### src/rtl/dec_sub_align_seq.sv
`default_nettype none
// ============================================================================
// Module      : dec_sub_align_seq
// Description : Operand preparation for the BCD floating-point subtractor.
//               Normalises both coefficients (one digit left per cycle),
//               aligns the smaller-exponent operand to the larger exponent
//               (one digit right per cycle, with guard/round/sticky), then
//               hands the pair downstream over a valid/ready handshake.
// Revision    : 1.0 - initial release
// ============================================================================
module dec_sub_align_seq #(
    parameter int DIGITS = 7,
    parameter int EXP_W  = 8,
    parameter int GRD    = 2
) (
    input  logic                        clk,
    input  logic                        rst_n,
    input  logic                        in_valid,
    output logic                        in_ready,
    input  logic [EXP_W-1:0]            e1_in,
    input  logic [EXP_W-1:0]            e2_in,
    input  logic [4*DIGITS-1:0]         m1_in,
    input  logic [4*DIGITS-1:0]         m2_in,
    input  logic                        clear,
    output logic                        out_valid,
    input  logic                        out_ready,
    output logic [EXP_W-1:0]            e_out,
    output logic [4*(DIGITS+GRD)-1:0]   ma_out,
    output logic [4*(DIGITS+GRD)-1:0]   mb_out,
    output logic                        sticky_out,
    output logic                        swap_out,
    output logic                        busy
);

    localparam int c_MW    = 4 * DIGITS;
    localparam int c_XW    = 4 * (DIGITS + GRD);
    localparam int c_CNT_W = $clog2(DIGITS + 1);

    localparam logic [c_CNT_W-1:0] c_CNT_MAX = c_CNT_W'(DIGITS - 1);
    localparam logic [c_CNT_W-1:0] c_CNT_ONE = c_CNT_W'(1);
    localparam logic [EXP_W-1:0]   c_E_ONE   = EXP_W'(1);

    typedef enum logic [1:0] {
        S_IDLE  = 2'd0,
        S_NORM  = 2'd1,
        S_ALIGN = 2'd2,
        S_DONE  = 2'd3
    } state_t;

    state_t                r_state;
    state_t                w_state_nxt;

    // Normalisation working registers, one set per operand
    logic [c_MW-1:0]       r_m1;
    logic [c_MW-1:0]       r_m2;
    logic [EXP_W-1:0]      r_e1;
    logic [EXP_W-1:0]      r_e2;
    logic [c_CNT_W-1:0]    r_cnt1;
    logic [c_CNT_W-1:0]    r_cnt2;

    // Alignment registers; these also drive the outputs directly
    logic [c_XW-1:0]       r_ma;
    logic [c_XW-1:0]       r_mb;
    logic [EXP_W-1:0]      r_ea;
    logic [EXP_W-1:0]      r_eb;
    logic                  r_sticky;
    logic                  r_swap;

    logic                  w_accept;
    logic                  w_sh1;
    logic                  w_sh2;
    logic                  w_norm_done;
    logic [EXP_W-1:0]      w_e1_eff;
    logic [EXP_W-1:0]      w_e2_eff;
    logic                  w_swap;
    logic [c_XW-1:0]       w_m1_ext;
    logic [c_XW-1:0]       w_m2_ext;

    assign w_accept = (r_state == S_IDLE) && in_valid && !clear;

    // An operand shifts left only while it has a leading zero digit, is
    // nonzero, has exponent headroom and has not used up its shift budget.
    assign w_sh1 = (r_m1[c_MW-1 -: 4] == 4'd0) && (r_m1 != '0) &&
                   (r_e1 != '0) && (r_cnt1 < c_CNT_MAX);
    assign w_sh2 = (r_m2[c_MW-1 -: 4] == 4'd0) && (r_m2 != '0) &&
                   (r_e2 != '0) && (r_cnt2 < c_CNT_MAX);
    assign w_norm_done = !w_sh1 && !w_sh2;

    // A zero coefficient adopts the other operand's exponent so it never
    // forces an alignment shift; two zeros both take operand 1's exponent.
    assign w_e1_eff = ((r_m1 == '0) && (r_m2 != '0)) ? r_e2 : r_e1;
    assign w_e2_eff = (r_m2 == '0) ? r_e1 : r_e2;
    assign w_swap   = (w_e2_eff > w_e1_eff);

    // Append GRD zero digits below each coefficient
    assign w_m1_ext = c_XW'(r_m1) << (4 * GRD);
    assign w_m2_ext = c_XW'(r_m2) << (4 * GRD);

    // State register
    always_ff @(posedge clk or negedge rst_n) begin
        if (!rst_n) begin
            r_state <= S_IDLE;
        end else begin
            r_state <= w_state_nxt;
        end
    end

    // Next-state logic; clear overrides every transition
    always_comb begin
        w_state_nxt = r_state;
        case (r_state)
            S_IDLE:  if (in_valid)          w_state_nxt = S_NORM;
            S_NORM:  if (w_norm_done)       w_state_nxt = S_ALIGN;
            S_ALIGN: if (r_eb == r_ea)      w_state_nxt = S_DONE;
            S_DONE:  if (out_ready)         w_state_nxt = S_IDLE;
            default:                        w_state_nxt = S_IDLE;
        endcase
        if (clear) begin
            w_state_nxt = S_IDLE;
        end
    end

    // Datapath: capture, normalise, set up and run the alignment
    always_ff @(posedge clk or negedge rst_n) begin
        if (!rst_n) begin
            r_m1     <= '0;
            r_m2     <= '0;
            r_e1     <= '0;
            r_e2     <= '0;
            r_cnt1   <= '0;
            r_cnt2   <= '0;
            r_ma     <= '0;
            r_mb     <= '0;
            r_ea     <= '0;
            r_eb     <= '0;
            r_sticky <= 1'b0;
            r_swap   <= 1'b0;
        end else begin
            case (r_state)
                S_IDLE: begin
                    if (w_accept) begin
                        r_m1   <= m1_in;
                        r_m2   <= m2_in;
                        r_e1   <= e1_in;
                        r_e2   <= e2_in;
                        r_cnt1 <= '0;
                        r_cnt2 <= '0;
                    end
                end
                S_NORM: begin
                    if (w_sh1) begin
                        r_m1   <= {r_m1[c_MW-5:0], 4'h0};
                        r_e1   <= r_e1 - c_E_ONE;
                        r_cnt1 <= r_cnt1 + c_CNT_ONE;
                    end
                    if (w_sh2) begin
                        r_m2   <= {r_m2[c_MW-5:0], 4'h0};
                        r_e2   <= r_e2 - c_E_ONE;
                        r_cnt2 <= r_cnt2 + c_CNT_ONE;
                    end
                    if (w_norm_done) begin
                        // Tie keeps operand 1 as the larger-exponent side
                        r_swap   <= w_swap;
                        r_ma     <= w_swap ? w_m2_ext : w_m1_ext;
                        r_mb     <= w_swap ? w_m1_ext : w_m2_ext;
                        r_ea     <= w_swap ? w_e2_eff : w_e1_eff;
                        r_eb     <= w_swap ? w_e1_eff : w_e2_eff;
                        r_sticky <= 1'b0;
                    end
                end
                S_ALIGN: begin
                    if (r_eb != r_ea) begin
                        if (r_mb == '0) begin
                            // Nothing left to shift: jump straight to the target
                            r_eb <= r_ea;
                        end else begin
                            r_sticky <= r_sticky | (r_mb[3:0] != 4'd0);
                            r_mb     <= {4'h0, r_mb[c_XW-1:4]};
                            r_eb     <= r_eb + c_E_ONE;
                        end
                    end
                end
                default: begin
                end
            endcase
        end
    end

    assign in_ready   = (r_state == S_IDLE);
    assign busy       = (r_state != S_IDLE);
    assign out_valid  = (r_state == S_DONE);
    assign e_out      = r_ea;
    assign ma_out     = r_ma;
    assign mb_out     = r_mb;
    assign sticky_out = r_sticky;
    assign swap_out   = r_swap;

endmodule
`default_nettype wire

### config.mk
export PLATFORM = sky130hd
export DESIGN_NAME = dec_sub_align_seq
export DESIGN_NICKNAME = d
export VERILOG_FILES = /design/src/rtl/dec_sub_align_seq.sv
export SDC_FILE = /design/constraint.sdc
export NUM_CORES = 1
export LEC_CHECK = 0
export ABC_AREA = 1
export ABC_CLOCK_PERIOD_IN_PS = 4000
export CORE_MARGIN = 2
export CORE_UTILIZATION = 25
export CTS_CLUSTER_SIZE = 16
export DETAILED_ROUTE_END_ITERATION = 10
export GPL_TIMING_DRIVEN = 0
export PLACE_DENSITY = 0.48
export SLEW_MARGIN = 30
export SYNTH_ARGS = -nofsm -noshare
export SYNTH_HDL_FRONTEND = slang
export SYNTH_SLANG_ARGS = --single-unit
export TNS_END_PERCENT = 1
### constraint.sdc
create_clock -name clk -period 4 [get_ports clk]
set_input_delay 1 -clock clk [delete_from_list [all_inputs] [get_ports clk]]
set_output_delay 1 -clock clk [all_outputs]
set_load 0.05 [all_outputs]
Word-level counts from Yosys, hierarchy flattened
Cells that the tools add are included.

word-level totals
  bits in registers = 170
  bits of input ports = 77
  output and inout port bits = 85
  logic and storage cells = 111

cells by class
  add/sub/neg operators = 5
  magnitude comparators = 3
  equality and inequality tests = 15
  mux-type cells = 41
  bitwise logic cells = 1
  reductions and logical operators = 33

operator list
  operator                                           number
  2-to-1 mux 36 bit                                  5
  2-to-1 mux 28 bit                                  4
  case mux 28 bit (2 select lines)                   2
  2-to-1 mux 8 bit                                   11
  case mux 36 bit (2 select lines)                   1
  logical NOT 28 bit                                 2
  nonzero test 28 bit                                2
  case mux 8 bit (2 select lines)                    3
  logical NOT 36 bit                                 1
  nonzero test 8 bit                                 2
  subtractor 8 x 1 -> 8 bit (second input constant)  2
  case mux 3 bit (2 select lines)                    2
  logical AND 1 bit                                  10
  2-to-1 mux 2 bit                                   5
  != test 2 bit (second input constant)              5
  2-to-1 mux 3 bit                                   3
  AND reduction 3 bit                                3
  adder 8 x 1 -> 8 bit (second input constant)       1
  == test 8 bit                                      1
  greater-than comparator 8 bit                      1
  logical NOT 4 bit                                  2
  != test 8 bit                                      1
  case mux 2 bit (4 select lines)                    1
  AND reduction 4 bit                                2
  15 further kinds                                   26

Logic depth before layout (Yosys ltp)
Gate-level depths: netlist of the first run.

  depth in word-level cells = 9
  mapped depth = 24

Worst setup path after synthesis of the first run
No wires, ideal clock.

  kind = register to register
  start point = reg r_m1[27]
  end point = reg r_ea[4], in the netlist e_out[4]
  library setup time = 0.082 ns
  data arrival time = 2.719 ns
  data required time = 3.918 ns
  path slack = 1.199 ns
  cell stages (with the launch flop) = 21
  buffers on the path = 3
  clock period less this slack = 2.801 ns
  cell sequence = dfrtp_1 -> nor2_1 -> nand2_1 -> nor2_2 -> nand2_2 -> nor2_4 -> nand2_4 -> buf_6 -> nand2_1 -> o21ai_1 -> ha_1 -> inv_1 -> o21bai_1 -> nand2_1 -> nand2_1 -> nand2_1 -> a21boi_1 -> buf_2 -> clkbuf_1 -> nor2_1 -> o22ai_1

on the way
  cells in the longest elaborated chain, start to end = 7
  elaborated cells between the ends (all ways) = 13
  classes of those cells = order compare: 1; mux: 2; reduce/logical: 10

RTL lines
  item                                                                                   RTL line  RTL
  from (decl)                                                                            54        logic [c_MW-1:0] r_m1;
  from (signal assigned)                                                                 142       r_m1 <= m1_in;
  from (signal assigned)                                                                 152       r_m1 <= {r_m1[c_MW-5:0], 4'h0};
  parallel branches: the longest is 7 deep, another holds greater-than comparator 8 bit  --
  to (signal assigned)                                                                   166       r_ea <= w_swap ? w_e2_eff : w_e1_eff;
  to (decl)                                                                              64        logic [EXP_W-1:0] r_ea;

Several ways; the timed one is not identified.
A chain may end at the register's enable or synchronous reset.

Worst setup path in the final report of the first run
  start point = reg r_m1[27]
  end point = reg r_mb[15], in the netlist mb_out[15]

on the way
  cells in the longest elaborated chain, start to end = 8
  elaborated cells between the ends (all ways) = 16
  classes of those cells = order compare: 1; eq/ne: 1; mux: 4; reduce/logical: 10

RTL lines
  item                                                                                   RTL line  RTL
  parallel branches: the longest is 8 deep, another holds greater-than comparator 8 bit  --
  to (signal assigned)                                                                   165       r_mb <= w_swap ? w_m1_ext : w_m2_ext;
  to (signal assigned)                                                                   178       r_mb <= {4'h0, r_mb[c_XW-1:4]};
  to (decl)                                                                              63        logic [c_XW-1:0] r_mb;

Several ways; the timed one is not identified. The select of a mux whose other input is x is not followed.

==> results of run 1 <==
[repair_timing]
| item | 4_1_cts | 5_1_grt |
|---|---|---|
| buffers inserted | 0 | 0 |
| endpoints found under the hold margin | 0 | 0 |
| hold buffers | 0 | 0 |
| resized for setup | 0 | 5 |
| endpoints found under the setup margin | 0 | 44 |
[synthesized netlist by cell type, drive strengths merged (3+ instances only)]
cell     count  area, sq um
a21oi       35          179
buf         49          313
clkbuf      27          101
dfrtp      162         4050
ha          20          250
inv         94          353
nand2      503         2020
nand3       94          470
nand4        5         31.3
nor2       106          465
nor3         4         20.0
o2111ai      3         26.3
o211ai      25          188
o21ai      175          887
o22ai        4         25.0
or2          6         37.5
xnor2        5         43.8
xor2        10         87.6
[state kept, by name (all words and copies together), names as in the netlist]
signal and cells:
mb_out 36, ma_out 28, r_m1 28, r_m2 28, e_out 8, r_e1 8, r_e2 8, r_eb 8
r_cnt1 3, r_cnt2 3, r_state 2, sticky_out 1, swap_out 1
[worst min path at each step]
| stage | from | endpoint | slack [ns] |
|---|---|---|---|
| 2_1_floorplan | r_cnt1[0] | r_cnt1[0] | 0.47 |
| 3_3_place_gp | ma_out[33] | ma_out[33] | 0.48 |
| 3_5_place_dp | ma_out[33] | ma_out[33] | 0.48 |
| 4_1_cts | rst_n | ma_out[14] | 0.45 |
| 5_1_grt | rst_n | mb_out[11] | 0.46 |
| 6_report | rst_n | mb_out[18] | 0.45 |
[metrics by stage]
step / hold slack [ns] / TNS (ns)
4_1_cts: 0.450 / 0
5_1_grt: 0.464 / -1.01
2_1_floorplan: 0.473 / 0
3_3_place_gp: 0.477 / -894.92
3_5_place_dp: 0.481 / 0
6_report: 0.453 / 0
[routing by layer]
layer / global-route usage / wire length, um / up-vias / part of all wire
li1: - / - / 4698 / -
met1: 0.252 / 17100 / 4565 / 0.46
met2: 0.306 / 17200 / 272 / 0.46
met3: 0.0292 / 1710 / 49 / 0.046
met4: 0.0757 / 1230 / 0 / 0.033
met5: 0 / 0 / - / 0
[kinds of logic after synthesis]
kind of cell	Yosys count
compound gates	251
fa+ha+maj	20
simple gates	723
flops	162
mux	1
other cells	1
xor+xnor	15
buf+inv	170
[worst max-delay path: cells and delay by family, from the launching register on]
family | cells | cell delay (ns)
AOI/OAI and AO/OA | 1 | 0.09
and+or+nand+nor | 16 | 2.09
DFF | 1 | 0.48
buffers and inverters | 2 | 0.60
adders and majority gates | 1 | 0.32
[final cells by class]
class	instances	area (sq um)	share of cell area
Clock inverter	12	181	0.0144
Multi-Input combinational cell	1018	4890	0.388
Buffer	76	417	0.0331
Sequential cell	162	4050	0.322
Timing Repair Buffer	155	1590	0.127
Clock buffer	20	447	0.0355
Tap cell	518	648	0.0515
Inverter	94	353	0.0281
==> flow_summary.json, run 1 <==
{
  "status": "finished clean",
  "max_stage_delay_ns": 0.48,
  "final_cell_mix": "nand2_1, dfrtp_1, clkdlybuf4s50_1",
  "die-area_sq_um": 40300,
  "hpwl_um": 29000,
  "num-fill-cells": 4154,
  "endpoint_kind": "register",
  "instances_no_fill": 2055,
  "num_vias": 9584,
  "yosys.area_share.simple": 0.320,
  "critPathRequiredTime_ns": 4.33,
  "final-max-slew-violation-count": 0,
  "period_share": 0.933,
  "synth_xor_area_frac": 0.0136,
  "fmax_mhz": 268,
  "cap_violations": 0,
  "first_pass_iters": 7,
  "cp-start-kind": "register",
  "worstReg2RegStart": "r_m1[27]",
  "drtIter0Drc": 730,
  "synth_area_sq_um": 9680,
  "tightest_slew_ns": 0.711,
  "grt_max_degree": 65,
  "fin_nets": 1621,
  "clk_latency_ns": 0.45,
  "ys_ff_latch": 162,
  "path_class": "register to register",
  "antenna_found_initial": 0,
  "area_growth_pct": 29.9,
  "synth_top_family_by_area": "simple AND/OR/NAND/NOR gates",
  "ys.warnings.count": 0,
  "post-place-ws_ns": 0.181,
  "slowest_stage": "dfrtp_1",
  "wire_per_inst_um": 18.1,
  "clk_pin_slew_ns": 0.07,
  "avgSynthCellArea_sq_um": 7.21,
  "min_period_ns": 3.73,
  "muxShareOfSynthArea": 0.00103,
  "io_buffers": 153,
  "synth.distinct_cells": 45,
  "die_w_um": 201,
  "num_rows": 72,
  "overflow": 0,
  "cts_buffers": 17,
  "via_per_inst": 4.66,
  "hold_viol": 0,
  "insertedDiodeCount": 0,
  "final_common_cell": "nand2_1",
  "dpl_cell_area_sq_um": 11900,
  "place_inst": 2023,
  "clock_sinks": 162,
  "crit_arrival_ns": 4.06,
  "die_h_um": 201,
  "cts_tree": "done",
  "final_util": 0.327,
  "path_max_fanout": 10,
  "layout-drive-gt1-share": 0.0930,
  "grt.total_usage": 0.189,
  "initial_core_util": 0.252,
  "coreArea_sq_um": 38500,
  "fin_ws_ns": 0.269,
  "synthAdderAreaFrac": 0.0258,
  "grt_pass1_wl_um": 57900,
  "ant_nets": 0,
  "place_congestion": 0.871,
  "drcViolationCount": 0,
  "path_cells": "nor2_1, nand2_1, nor2_2, nand2_2, nor2_4, nand2_4, buf_6, nand2_1, o21ai_1, ha_1, nand2_1, nor2_1, nand4_1, nand2_1, clkbuf_1, nand2_1, nand3_1, nand2_1, nand2_2, nand2_1",
  "async_flop_share": 1.00,
  "io_pins": 162,
  "htree_levels": 4,
  "ys_seq_area_frac": 0.419,
  "synth-main-ff-cell": "dfrtp_1",
  "endpoint": "mb_out[15]",
  "hold_path.class": "input port to async pin",
  "synth_edf_count": 0,
  "grt_pass1_vias": 9700,
  "cts_root_buf": "clkbuf_16",
  "fin_area_sq_um": 12600,
  "rsz0062_at_grt": "true",
  "wl_um": 37200,
  "max_slew_margin": 0.523,
  "r2r-end": "mb_out[15]",
  "cp-startpoint": "r_m1[27]",
  "synthCells": 1343,
  "cts_buffer_depth": 2,
  "synth_compound_area_frac": 0.142,
  "ff2ff_path_depth": 20,
  "r2r_slack_ns": 0.27,
  "crit_path_frequent_cell": "nand2_1",
  "setup-violations-final": 0,
  "final.setup_skew_ns": 0.0109
}
Power of run 1 is not shown: default switching activity piles up to over one toggle a cycle in this logic, so the estimate is an artifact.
==> run 2: changes to the inputs <==
--- a/config.mk
+++ b/config.mk
@@ -6,14 +6,12 @@
 export NUM_CORES = 1
 export LEC_CHECK = 0
 export ABC_AREA = 1
-export ABC_CLOCK_PERIOD_IN_PS = 4000
-export CORE_MARGIN = 2
+export CORE_MARGIN = 3
 export CORE_UTILIZATION = 25
 export CTS_CLUSTER_SIZE = 16
 export DETAILED_ROUTE_END_ITERATION = 10
 export GPL_TIMING_DRIVEN = 0
 export PLACE_DENSITY = 0.48
-export SLEW_MARGIN = 30
 export SYNTH_ARGS = -nofsm -noshare
 export SYNTH_HDL_FRONTEND = slang
 export SYNTH_SLANG_ARGS = --single-unit
==> flow_summary.json, run 2 (synthesis gave the netlist of run 1 again) <==
{
  "final_cell_mix": "nand2_1, dfrtp_1, clkdlybuf4s50_1",
  "clk_latency_ns": 0.44,
  "status": "finished clean",
  "area_growth_pct": 29.2,
  "clk_pin_slew_ns": 0.06,
  "use_met2": 0.301,
  "largest_register_ffs": 36,
  "period_share": 0.928,
  "met3_usage": 0.0309,
  "final.setup_skew_ns": 0.0175,
  "cts_buffer_depth": 2,
  "cts_buffers": 17,
  "fin_area_sq_um": 12500,
  "critPathRequiredTime_ns": 4.32,
  "die-area_sq_um": 41100,
  "path_class": "register to register",
  "grt_max_degree": 95,
  "clock_sinks": 162,
  "cts_tree": "done",
  "grt.total_usage": 0.181,
  "num_rows": 71,
  "cts_root_buf": "clkbuf_16",
  "gr-max-usage-layer": "met2",
  "setup-violations-final": 0,
  "dpl_cell_area_sq_um": 11900,
  "final-max-slew-violation-count": 0,
  "io_buffers": 153,
  "initial_core_util": 0.255,
  "place_congestion": 0.903,
  "fmax_mhz": 270,
  "final_common_cell": "nand2_1",
  "drtIter0Drc": 800,
  "crit_arrival_ns": 4.03,
  "hold_path.class": "register to register",
  "wl_um": 37000,
  "num_vias": 9567,
  "drcViolationCount": 0,
  "cp-start-kind": "register",
  "rsz0062_at_grt": "false",
  "min_period_ns": 3.71,
  "overflow": 0,
  "wire_per_inst_um": 18.1,
  "path_max_fanout": 10,
  "tightest_slew_ns": 0.697,
  "endpoint_kind": "register",
  "first_pass_iters": 6,
  "fin_hold_ws_ns": 0.490,
  "hold_viol": 0,
  "io_pins": 162,
  "via_per_inst": 4.68,
  "antenna_found_initial": 1,
  "die_h_um": 203,
  "hpwl_um": 28800,
  "grt_pass1_vias": 9352,
  "fin_nets": 1620,
  "htree_levels": 4,
  "die_w_um": 203,
  "ant_nets": 0,
  "coreArea_sq_um": 37900,
  "layout-drive-gt1-share": 0.0932,
  "insertedDiodeCount": 0,
  "cap_violations": 0,
  "max_slew_margin": 0.535,
  "grt_pass1_wl_um": 57100,
  "use_met1": 0.244
}
## run 2: cell types whose count changed in the layout (fill, tap and decap cells not counted), sizes merged
cell,before,now
buf,53,51
bufinv,4,3
clkinv,3,5
inv,95,96
clkinvlp,4,2
## run 2: critical path: stages, from the launching register on
cell	delay, ns
dfrtp_1	0.40
nor2_1	0.17
nand2_1	0.11
nor2_1	0.17
nand2_2	0.12
nor2_4	0.26
nand2_4	0.13
buf_6	0.17
nand2_1	0.06
o21ai_1	0.09
ha_1	0.31
nand2_1	0.07
nor2_1	0.19
nand4_1	0.14
nand2_1	0.29
clkbuf_1	0.44
nand2_1	0.09
nand3_1	0.17
nand2_1	0.09
nand2_2	0.07
nand2_1	0.05
## run 2: worst paths after layout
check	startpoint	endpoint	slack, ns	depth (start not counted)
max	r_m1[10]	mb_out[17]	0.29	20
min	ma_out[32]	ma_out[32]	0.49	2
max reg2reg	r_m1[10]	mb_out[17]	0.29	20
min reg2reg	ma_out[32]	ma_out[32]	0.49	2
max in group asynchronous	rst_n	r_m1[25]	2.56	2
min in group asynchronous	rst_n	mb_out[13]	0.54	1
## run 2: cell type report
cell class                 count  area [sq um]
fill                        4107         25400
inverter                      94           353
buffer                        76           418
clock inverter                12           155
sequential                   162          4050
tap                          511           639
clock buffer                  19           443
timing repair buffer         154          1560
multi-input combinational   1018          4890
## run 2: timing repair
| action | CTS | global route |
|---|---|---|
| setup endpoints to repair | 0 | 22 |
| hold buffers | 0 | 0 |
| gates resized for setup | 0 | 6 |
| setup buffers | 0 | 0 |
## run 2: metrics by stage
step	setup slack, ns	TNS [ns]	instances	utilization
after floorplan	1.20	0	1350	-
after global placement	-5.53	-892.64	2014	0.313
after detailed placement	0.134	0	2015	0.314
after CTS	0.118	0	2046	0.330
after global routing	0.0166	0	2046	0.330
final	0.290	0	2046	0.330
## run 2: per-layer routing
layer	vias up	routed length (um)	share of wire
li1	4698	-	-
met1	4528	16800	0.45
met2	296	17500	0.47
met3	45	1850	0.050
met4	0	880	0.024
met5	-	0	0
Power of run 2 is left out for the same reason.
